[src/rtl/xentry_pkg.sv]
// Shared xentry types: L2 transfer kinds and the line-port FSM states.
package xentry_pkg;

  typedef enum logic {L2_FILL, L2_WRITEBACK} l2_xfer_e;

  typedef enum logic [1:0] {
    L2P_IDLE,
    L2P_REQ,
    L2P_WAIT_RESP,
    L2P_DONE
  } l2_port_state_e;

endpackage

[src/rtl/dcache_l2_watchdog.sv]
// Per-word watchdog for the dcache L2 port: counts cycles of a single word transfer
// and flags expiry once TIMEOUT_CYCLES have elapsed since the last clear.
module dcache_l2_watchdog
  import xentry_pkg::*;
#(
  parameter int TIMEOUT_CYCLES = 256
) (
  input  logic clk,
  input  logic reset,
  input  logic clear,
  input  logic enable,
  output logic expired
);

  localparam int CW = $clog2(TIMEOUT_CYCLES + 1);

  logic [CW-1:0] count;

  // The clearing cycle itself counts as the first cycle of the window.
  always_ff @(posedge clk or posedge reset) begin
    if (reset) begin
      count <= '0;
    end else if (clear) begin
      count <= CW'(1);
    end else if (enable && !expired) begin
      count <= count + CW'(1);
    end
  end

  assign expired = enable && (count >= CW'(TIMEOUT_CYCLES - 1));

endmodule

[src/rtl/dcache_l2_port.sv]
// Line-transfer engine between the dcache and the L2 port, one word per request.
// Optional per-word watchdog enabled by defining XENTRY_L2_TIMEOUT_EN.
module dcache_l2_port
  import xentry_pkg::*;
#(
  parameter int XLEN           = 32,
  parameter int LINE_SIZE      = 32,
  parameter int OFS_SIZE       = 5,
  parameter int TIMEOUT_CYCLES = 256,
  localparam int WORDS_PER_LINE   = LINE_SIZE / (XLEN / 8),
  localparam int WORD_SELECT_SIZE = $clog2(WORDS_PER_LINE),
  localparam int BYTE_SELECT_SIZE = $clog2(XLEN / 8)
) (
  input  logic                        clk,
  input  logic                        reset,
  input  logic                        xfer_start,
  input  l2_xfer_e                    xfer_type,
  input  logic [XLEN-OFS_SIZE-1:0]    xfer_block_address,
  output logic                        xfer_busy,
  output logic                        xfer_done,
  output logic                        xfer_error,
  output logic [WORD_SELECT_SIZE-1:0] cache_word_index,
  input  logic [XLEN-1:0]             cache_word_to_store,
  output logic [XLEN-1:0]             cache_fetched_word,
  output logic                        cache_fetched_valid,
  output logic                        l2_req_valid,
  input  logic                        l2_req_ready,
  output logic [XLEN-1:0]             l2_req_address,
  output logic                        l2_req_write,
  output logic [XLEN-1:0]             l2_req_wdata,
  input  logic                        l2_resp_valid,
  input  logic [XLEN-1:0]             l2_resp_rdata
);

  localparam logic [WORD_SELECT_SIZE-1:0] LAST_INDEX = WORD_SELECT_SIZE'(WORDS_PER_LINE - 1);

  l2_port_state_e              state, state_next;
  logic [WORD_SELECT_SIZE-1:0] index, index_next;
  l2_xfer_e                    type_q;
  logic [XLEN-OFS_SIZE-1:0]    block_q;
  logic                        start, accept, resp, expired;

  assign start  = (state == L2P_IDLE) && xfer_start;
  assign accept = l2_req_valid && l2_req_ready;
  assign resp   = (state == L2P_WAIT_RESP) && l2_resp_valid;

  always_ff @(posedge clk or posedge reset) begin
    if (reset) begin
      state   <= L2P_IDLE;
      index   <= LAST_INDEX;
      type_q  <= L2_FILL;
      block_q <= '0;
    end else begin
      state <= state_next;
      index <= index_next;
      if (start) begin
        type_q  <= xfer_type;
        block_q <= xfer_block_address;
      end
    end
  end

  // Words move from the top index down; index 0 is terminal and never wraps.
  always_comb begin
    state_next = state;
    index_next = index;
    case (state)
      L2P_IDLE: begin
        if (xfer_start) begin
          state_next = L2P_REQ;
          index_next = LAST_INDEX;
        end
      end
      L2P_REQ: begin
        if (expired) begin
          state_next = L2P_DONE;
        end else if (l2_req_ready) begin
          state_next = L2P_WAIT_RESP;
        end
      end
      L2P_WAIT_RESP: begin
        if (l2_resp_valid) begin
          if (index == '0) begin
            state_next = L2P_DONE;
          end else begin
            index_next = index - 1'b1;
            state_next = L2P_REQ;
          end
        end else if (expired) begin
          state_next = L2P_DONE;
        end
      end
      L2P_DONE: state_next = L2P_IDLE;
      default:  state_next = L2P_IDLE;
    endcase
  end

`ifdef XENTRY_L2_TIMEOUT_EN
  logic error_q;

  dcache_l2_watchdog #(
    .TIMEOUT_CYCLES(TIMEOUT_CYCLES)
  ) u_watchdog (
    .clk    (clk),
    .reset  (reset),
    .clear  (start || accept || resp),
    .enable ((state == L2P_REQ) || (state == L2P_WAIT_RESP)),
    .expired(expired)
  );

  always_ff @(posedge clk or posedge reset) begin
    if (reset) begin
      error_q <= 1'b0;
    end else if (start) begin
      error_q <= 1'b0;
    end else if (expired) begin
      error_q <= 1'b1;
    end
  end

  assign xfer_error = error_q;
`else
  assign expired    = 1'b0;
  assign xfer_error = 1'b0;
`endif

  assign xfer_busy           = (state != L2P_IDLE);
  assign xfer_done           = (state == L2P_DONE);
  assign cache_word_index    = index;
  assign l2_req_valid        = (state == L2P_REQ) && !expired;
  assign l2_req_address      = {block_q, index, {BYTE_SELECT_SIZE{1'b0}}};
  assign l2_req_write        = (type_q == L2_WRITEBACK);
  assign l2_req_wdata        = cache_word_to_store;
  assign cache_fetched_valid = resp && (type_q == L2_FILL);
  assign cache_fetched_word  = cache_fetched_valid ? l2_resp_rdata : '0;

endmodule

[config.mk]
export PLATFORM = sky130hd
export DESIGN_NAME = dcache_l2_port
export DESIGN_NICKNAME = d
export VERILOG_FILES = /design/src/rtl/xentry_pkg.sv /design/src/rtl/dcache_l2_watchdog.sv /design/src/rtl/dcache_l2_port.sv
export SDC_FILE = /design/constraint.sdc
export NUM_CORES = 1
export LEC_CHECK = 0
export BUFFER_PORTS_ARGS = -buffer_cell sky130_fd_sc_hd__buf_4
export CAP_MARGIN = 10
export CORE_MARGIN = 4
export CORE_UTILIZATION = 36
export DETAILED_ROUTE_END_ITERATION = 8
export PLACE_DENSITY = 0.83
export SLEW_MARGIN = 30
export SYNTH_ARGS = -nofsm -noshare
export SYNTH_HDL_FRONTEND = slang
export SYNTH_SLANG_ARGS = --single-unit
[constraint.sdc]
create_clock -name clk -period 1.9 [get_ports clk]
set_clock_uncertainty 0.1 [all_clocks]
set_input_delay 0.095 -clock clk [delete_from_list [all_inputs] [get_ports clk]]
set_output_delay 0.095 -clock clk [all_outputs]
set_load 0.02 [all_outputs]
; ---- Word level (Yosys, flattened, before mapping)
; Cells that the tools add are included.
[classes]
bitwise = 1
n_reduce_logical = 9
eq_ne = 7
muxes = 10
addsub = 1
[op_table]
columns = operator, n
row1 = two-way mux 32 bit, 1
row2 = two-way mux 3 bit, 3
row3 = two-way mux 2 bit, 4
row4 = one-hot mux 2 bit (4 select lines), 1
row5 = "inequality test 2 bit, second input constant", 3
row6 = one-hot mux 3 bit (2 select lines), 1
row7 = "== test 2 bit, second input constant", 2
row8 = AND reduction 4 bit, 1
row9 = nonzero test 2 bit, 2
row10 = logical AND 1 bit, 3
row11 = logical NOT 3 bit, 1
row12 = AND reduction 3 bit, 1
row13 = "subtractor 3 x 1 -> 3 bit, second input constant", 1
row14 = "== test 2 x 1 -> 1 bit, second input constant", 1
row15 = logical NOT 2 bit, 1
row16 = "inequality test 2 x 1 -> 1 bit, second input constant", 1
row17 = NOT 1 bit, 1
[word_totals]
elab_cells = 32
input_bits = 97
regBits = 33
out_inout_bits = 105

; ---- Logic depth before layout (Yosys ltp)
; Gate-level depths: netlist of run 1.
[depth]
depth_word = 4
ltp_mapped = 5
depth_no_buf = 5

; ---- Worst setup path before layout of run 1
; Ideal clock, no wire load.
[synth_timing]
path_kind = register -> register
start = reg state[1]
end = reg block_q[0]
synth_period_minus_slack_ns = 1.640
setup_ns = 0.125
t_required_ns = 1.675
arrival_ns = 1.414
n_path_buf = 2
stages_incl_launch_ff = 6
slack_ns = 0.260
cell_sequence = dfrtp_1 buf_6 or2_4 nor2_8 buf_12 mux2_4
[synth_via]
elab_chain_len = 2
[synth_rtl]
columns = item, line_no
row1 = start: declaration, dcache_l2_port.sv:37  ; l2_port_state_e state, state_next;
row2 = start signal: assignment, dcache_l2_port.sv:54  ; state <= state_next;
row3 = logical NOT 2 bit, dcache_l2_port.sv:43  ; assign start = (state == L2P_IDLE) && xfer_start;
row4 = logical AND 1 bit, dcache_l2_port.sv:43
row5 = end signal: assignment, dcache_l2_port.sv:58  ; block_q <= xfer_block_address;
row6 = end: declaration, dcache_l2_port.sv:40  ; logic [XLEN-OFS_SIZE-1:0] block_q;
; No other way between the ends.
; A chain may end at the register's enable or synchronous reset.

; ---- Worst setup path after layout of run 1
[layout_timing]
start = reg state[0]
end = out cache_fetched_word[31]
[layout_via]
elab_chain_len = 4
[layout_rtl]
columns = item, line_no
row1 = == test 2 bit, dcache_l2_port.sv:45  ; assign resp = (state == L2P_WAIT_RESP) && l2_resp_valid;
row2 = logical AND 1 bit, dcache_l2_port.sv:45
row3 = logical AND 1 bit, dcache_l2_port.sv:134  ; assign cache_fetched_valid = resp && (type_q == L2_FILL);
row4 = two-way mux 32 bit, dcache_l2_port.sv:135  ; assign cache_fetched_word = cache_fetched_valid ? l2_resp_rdata : '0;
row5 = end: declaration, dcache_l2_port.sv:24  ; output logic [XLEN-1:0] cache_fetched_word,
; No other way between the ends.

==> reports/metrics.yaml, run 1 <==
rsz0062_at_grt: "yes"
fp.coreArea_sq_mm: 0.005238
critPathMaxFanout: 8
vdd_drop_max_uv: 991.2
dp_cells: 337
cp_cell_sequence: "nand3b_1 -> nor2_4 -> buf_4 -> and2_1 -> buf_4"
outcome: "finished, final reports clean"
clk_pin_slew_worst_paths_ns: 0.06
cts_max_level: 2
p_leak_uw: 0.001679
setup_viol: 0
wl_mm: 5.931
fp-row-count: 26
finalCritPeriodShare: 0.9486
slowest_delay_ns: 0.44
finalNonFillerCells: 379
ys_types: 30
cts_root_buf: "clkbuf_8"
cts_buffer_depth: 2
gr-max-usage-layer: "met2"
final_nets: 407
critPathCaptureType: "output pin"
drc_errors: 0
die_h_um: 82.53
cts_sinks: 33
place_ws_ns: 0.2040
crit_path_start_kind: "flip-flop"
powerDensity_mw_per_mm2: 1378
cp_top_family: "simple AND/OR/NAND/NOR gates"
worst_slack_ns: 0.09757
avgSynthCellArea_sq_um: 11.69
slew_viol_final: 0
grt_max_degree: 34
yosysWarnings: 0
cts_tree: "done"
antenna_found_initial: 0
hold_viol_final: 0
cp_num_buf_inv: 2
place_congestion: 0.7862
drive_gt1_frac: 0.5987
synth_area_sq_mm: 0.001999
tns_ns: 0
arrival_ns: 1.61
cap_violations: 0
ys_ff_latch: 33
dp_hpwl_mm: 4.231
viasPerCell: 4.454
grt_use_total: 0.1599
grt_overflow: 0
initial_utilization: 0.3817
fmax_ghz: 0.5548
grt_pass1_wl_mm: 8.155
die-area_sq_mm: 0.006810
dr.pass1.iters: 4
route.vias.total: 1688
port-buffer-count: 134
met1_usage: 0.1794
seq_area_frac_synth: 0.4149
path_class: "flip-flop to output pin"
insertion_delay_ns: 0.28
cpMostUsedCell: "buf_4"
cp_slowest_cell: "dfrtp_2"
first_global_vias: 1649
area_delta_synth_final_pct: 63.02
wire_per_inst_um: 15.65
globalRouteMet2Util: 0.2692
ant_nets: 0
hold_path_class: "input port to output pin"
die_w_um: 82.53
period_needed_ns: 1.802
synthCells: 171
cts_made_buffers: 5
drt_iter0_drc: 40
required_ns: 1.70
diodes: 0
use_met3: 0.05965
io_pins: 202
worst paths after layout:
kind / startpoint / endpoint / slack (ns) / cells past startpoint
worst min register to register: block_q[17]$_DFFE_PP0P_ / block_q[17]$_DFFE_PP0P_ / 0.41 / 1
worst max-delay path: state[0]$_DFFE_PP0P_ / cache_fetched_word[31] / 0.1 / 5
worst min-delay path: cache_word_to_store[1] / l2_req_wdata[1] / 0.09 / 0
max in group asynchronous: reset / cache_word_index[2]$_DFFE_PP1P_ / 0.96 / 4
min in group asynchronous: reset / block_q[8]$_DFFE_PP0P_ / 0.40 / 4
worst max register to register: state[0]$_DFFE_PP0P_ / block_q[2]$_DFFE_PP0P_ / 0.21 / 4
power by group:
part	leakage, uW	switching, uW	internal, uW
Sequential	0.000383	255	1090
Clock	0.0000585	240	427
Combinational	0.00124	1170	1310
Total	0.00168	1670	2820
flip-flops by register name (all words and copies together), names as in the netlist:
signal	count
block_q	27
cache_word_index	3
state	2
l2_req_write	1
worst register-to-register path, stage by stage, from the launching register on:
cell,delay (ns)
dfrtp_2,0.44
or2_4,0.27
nor2_8,0.22
buf_12,0.22
mux2_4,0.33
repair_timing:
action / CTS / global route
endpoints found under the hold margin: 60 / 0
endpoints found under the setup margin: 0 / 32
hold buffers: 31 / 0
resized for setup: 0 / 9
buffers inserted: 0 / 1
synth_stat cells (all sizes together):
| library cell | instances | area [sq um] |
|---|---|---|
| ha | 2 | 25.02 |
| a311oi | 2 | 17.52 |
| and2b | 1 | 7.510 |
| and2 | 34 | 212.7 |
| inv | 5 | 18.77 |
| nor2 | 4 | 31.28 |
| or2b | 2 | 15.01 |
| nand3 | 1 | 5.000 |
| o21ba | 1 | 10.01 |
| or2 | 1 | 8.760 |
| clkbuf | 2 | 7.510 |
| nor2b | 1 | 6.260 |
| a22o | 1 | 8.760 |
| conb | 1 | 3.750 |
| nand3b | 1 | 7.510 |
| dfstp | 3 | 78.83 |
| o22ai | 1 | 6.260 |
| mux2 | 29 | 401.6 |
| o21ai | 1 | 5.000 |
| dfrtp | 30 | 750.7 |
| a21oi | 2 | 10.01 |
| a31oi | 1 | 6.260 |
| buf | 42 | 341.6 |
| nand2b | 1 | 6.260 |
| nand2 | 2 | 7.510 |
placed cells by master (no fill, tap or decap), drive strengths merged, types with 3 or more instances in the layout:
master and count:
and2 34, buf 141, clkbuf 7, conb 3
dfrtp 30, dfstp 3, dlygate4sd3 31, inv 5
mux2 29, nor2 4
cells by family after synthesis:
group                    share of synthesized area
AO/OA/AOI/OAI                              0.03192
adder cells (fa/ha/maj)                    0.01251
buffers and inverters                       0.1840
flip-flops                                  0.4149
multiplexers                                0.2009
other                                     0.001876
AND/OR/NAND/NOR                             0.1539
area by class of cell:
class,count,area (sq um)
Multi-Input combinational cell,91,817.0
Inverter,5,18.77
Clock inverter,1,30.03
Sequential cell,33,830.8
Fill cell,416,1978
Timing Repair Buffer,172,1389
Clock buffer,7,86.33
Tap cell,70,87.58
layer usage:
metal / part of all wire / vias up
met2: 0.51 / 83
met1: 0.37 / 795
li1: - / 789
met4: 0.025 / 0
met5: 0 / -
met3: 0.089 / 21
stage by stage:
stage	cell area, sq um	hold WS, ns	total power (uW)	utilization
detailed placement	2794	0.09014	3757	0.5334
finish	3259	0.09001	4492	0.6223
CTS	3221	0.09014	4502	0.6149
global route	3259	0.09004	4741	0.6223
global placement	2794	0.09014	3689	0.5334
floorplan	2007	0.1217	2930	-
Power figures use the tool's default switching activity.
==> run 2: changes to the inputs <==
--- a/config.mk
+++ b/config.mk
@@ -5,10 +5,11 @@
 export SDC_FILE = /design/constraint.sdc
 export NUM_CORES = 1
 export LEC_CHECK = 0
+export ABC_AREA = 1
 export BUFFER_PORTS_ARGS = -buffer_cell sky130_fd_sc_hd__buf_4
 export CAP_MARGIN = 10
 export CORE_MARGIN = 4
-export CORE_UTILIZATION = 36
+export CORE_UTILIZATION = 38
 export DETAILED_ROUTE_END_ITERATION = 8
 export PLACE_DENSITY = 0.83
 export SLEW_MARGIN = 30
==> run 2 against run 1 <==
Against the previous run:
- flip-flop and latch count unchanged
- synthesized cell count is 65% higher
- power down 7.5%
- utilization shrank 4.1 points
- final cell count is 28% higher
- clock-buffer cell count stayed put
- first-iteration DRC count is 88% higher
- sequential power about the same
- register-to-register slack better by 0.05 ns
- area after synthesis rose by 15%
- clock power down 27%
- critical path depth unchanged
- critical endpoint is now cache_fetched_word[29]
- highest routed layer unchanged
==> reports/metrics.yaml, run 2 <==
outcome: "finished, final reports clean"  # unchanged
cp_num_buf_inv: 2  # unchanged
multi_input_area_sq_um: 885.9  # was 817.0 sq um
grt_use_total: 0.1745  # was 0.1599
p_int_uw: 2275  # was 2825 uW
viasPerCell: 4.345  # was 4.454
final_nets: 510  # was 407
cts_hold_buf: 30  # was 31
grt_max_degree: 34  # unchanged
p_leak_uw: 0.001934  # was 0.001679 uW
cts_root_buf: "clkbuf_8"  # unchanged
pwr-share-seq: 0.315  # was 0.299
fp.coreArea_sq_mm: 0.005886  # was 0.005238 sq mm
route.vias.total: 2116  # was 1688
cts_made_buffers: 5  # unchanged
fillers: 500  # was 416
critPathMaxFanout: 9  # was 8
synth_top_area_cell: "dfrtp_1"  # unchanged
drt_iter0_drc: 75  # was 40
yosysMostFrequentCell: "nand2_1"  # was buf_4
cp_top_family: "simple AND/OR/NAND/NOR gates"  # unchanged
synth_area_sq_mm: 0.002292  # was 0.001999 sq mm
drive_gt1_frac: 0.4490  # was 0.5987
synth_edf_count: 0  # unchanged
path_class: "flip-flop to output pin"  # unchanged
insertion_delay_ns: 0.27  # was 0.28 ns
powerDensity_mw_per_mm2: 1214  # was 1378 mW/mm^2
critPathCaptureType: "output pin"  # unchanged
wire_per_inst_um: 13.08  # was 15.65 um
arrival_ns: 1.55  # was 1.61 ns
clk_pin_slew_worst_paths_ns: 0.06  # about the same
finalPower_uw: 4156  # was 4492 uW
hold_viol_final: 0  # unchanged
cts_resized: 0  # unchanged
largest_reg_flops: 27  # unchanged
pwr-share-clk: 0.117  # was 0.149
setup_viol: 0  # unchanged
drc_errors: 0  # unchanged
ys_types: 18  # was 30
cts_buffer_depth: 2  # unchanged
regArea_sq_um: 829.5  # was 830.8 sq um
final_cell_mix: "buf_4 (138), nand2_1 (75), inv_1 (43)"  # was buf_4 (138), and2_1 (34), dlygate4sd3_1 (31)
power_frac_comb: 0.568  # was 0.553
fp-row-count: 28  # was 26
synth_area_leaders: "dfrtp_1 (33%), nor2_4 (15%), buf_4 (13%)"  # was dfrtp_1 (38%), mux2_4 (15%), buf_4 (14%)
synth_top_area_share: 0.3275  # was 0.3755
async_flop_share: 1.000  # unchanged
place_congestion: 0.7987  # was 0.7862
io_pins: 202  # unchanged
reg2reg_depth: 5  # was 4
die_h_um: 85.67  # was 82.53 um
diodes: 0  # unchanged
cp_cell_sequence: "nor2_4 -> nand3_4 -> buf_4 -> nor2_4 -> buf_4"  # was nand3b_1 -> nor2_4 -> buf_4 -> and2_1 -> buf_4
slowest_delay_ns: 0.44  # about the same
die-area_sq_mm: 0.007338  # was 0.006810 sq mm
antenna_found_initial: 0  # unchanged
yosysWarnings: 0  # unchanged
required_ns: 1.70  # about the same
cp_slowest_cell: "dfrtp_1"  # was dfrtp_2
slew_viol_final: 0  # unchanged
whs_path_depth: 4  # was 0
initial_utilization: 0.3895  # was 0.3817
dr.pass1.iters: 6  # was 4
ant_nets: 0  # unchanged
area_delta_synth_final_pct: 49.34  # was 63.02%
switching_share: 0.4526  # was 0.3711
synthCells: 283  # was 171
crit_path_start_kind: "flip-flop"  # unchanged
wl_mm: 6.371  # was 5.931 mm
ys_ff_latch: 33  # unchanged
whs_ns: 0.03465  # was 0.09001 ns
path_depth: 5  # unchanged
cts_setup_buffers: 0  # unchanged
finalCritPeriodShare: 0.9208  # was 0.9486
cap_violations: 0  # unchanged
cts_sinks: 33  # unchanged
port-buffer-count: 134  # unchanged
dp_hpwl_mm: 4.743  # was 4.231 mm
largest-register: "block_q"  # unchanged
fmax_ghz: 0.5716  # was 0.5548 GHz
period_needed_ns: 1.749  # was 1.802 ns
tns_ns: 0  # unchanged
hold_path_class: "input port to flip-flop"  # was input port to output pin
first_global_vias: 2192  # was 1649
ys_top_cells_by_count: "nand2_1 (75), inv_1 (43), buf_4 (40)"  # was buf_4 (38), and2_1 (34), dfrtp_1 (30)
die_w_um: 85.67  # was 82.53 um
grt_pass1_wl_mm: 10.30  # was 8.155 mm
cts_max_level: 2  # unchanged
vdd_drop_max_uv: 968.0  # was 991.2 uV
p_sw_uw: 1881  # was 1667 uW
cts_tree: "done"  # unchanged
final_common_cell: "buf_4"  # unchanged
rsz0062_at_grt: "no"  # was yes
ys.flop_type: "dfrtp_1"  # unchanged
grt_overflow: 0  # unchanged
seq_area_frac_synth: 0.3619  # was 0.4149
avgSynthCellArea_sq_um: 8.100  # was 11.69 sq um
-- run 2: worst paths after layout --
kind                                          from                              end  slack, ns
max in group asynchronous                    reset  cache_word_index[0]$_DFFE_PP1P_       1.01
hold / removal                       l2_resp_valid             state[1]$_DFFE_PP0P_       0.03
hold reg to reg            block_q[12]$_DFFE_PP0P_          block_q[12]$_DFFE_PP0P_       0.37
min in group asynchronous                    reset           block_q[6]$_DFFE_PP0P_       0.35
setup reg to reg              state[0]$_DFFE_PP0P_           block_q[7]$_DFFE_PP0P_       0.26
setup / recovery              state[0]$_DFFE_PP0P_           cache_fetched_word[29]       0.15
-- run 2: layout make-up --
cell class,instances,share of cell area
flip-flops and latches,33,0.2423
clock buffers,7,0.02230
repair buffers,169,0.3962
inverters,47,0.05154
well taps,75,0.02741
clock inverters,1,0.001462
multi-input cells,155,0.2588
-- run 2: worst min-delay path, cell delays in order --
cell,delay (ns)
buf_4,0.10
inv_1,0.04
nand3_1,0.08
nand2_1,0.06
-- run 2: stage by stage --
| stage | std cells | utilization | area (sq um) | worst slack [ns] |
|---|---|---|---|---|
| after floorplan | 285 | - | 2300 | 0.4900 |
| after global placement | 449 | 0.5168 | 3042 | 0.3361 |
| after detailed placement | 449 | 0.5168 | 3042 | 0.2667 |
| after CTS | 487 | 0.5816 | 3423 | 0.1185 |
| after global routing | 487 | 0.5816 | 3423 | 0.04702 |
| final | 487 | 0.5816 | 3423 | 0.1505 |
-- run 2: power by group through the flow --
stage / Combinational, uW / Clock [uW] / Sequential, uW
floorplan: 1200 / 0 / 1660
global placement: 2270 / 0 / 1310
detailed placement: 2330 / 0 / 1310
CTS: 2380 / 503 / 1310
global route: 2590 / 544 / 1350
finish: 2360 / 487 / 1310
-- run 2: cells by family after synthesis --
logic type,synth area share
flops,0.3619
compound gates,0.002181
other cells,0.001636
simple gates,0.3685
fa+ha+maj,0.01092
buf+inv,0.2549
-- run 2: routing by layer --
layer	track usage	part of all wire	wire length, um	up-vias
li1	-	-	-	1045
met2	0.3114	0.52	3285	108
met3	0.05956	0.090	575	25
met4	0.08489	0.035	225	0
met1	0.1824	0.36	2284	938
met5	0	0	0	-
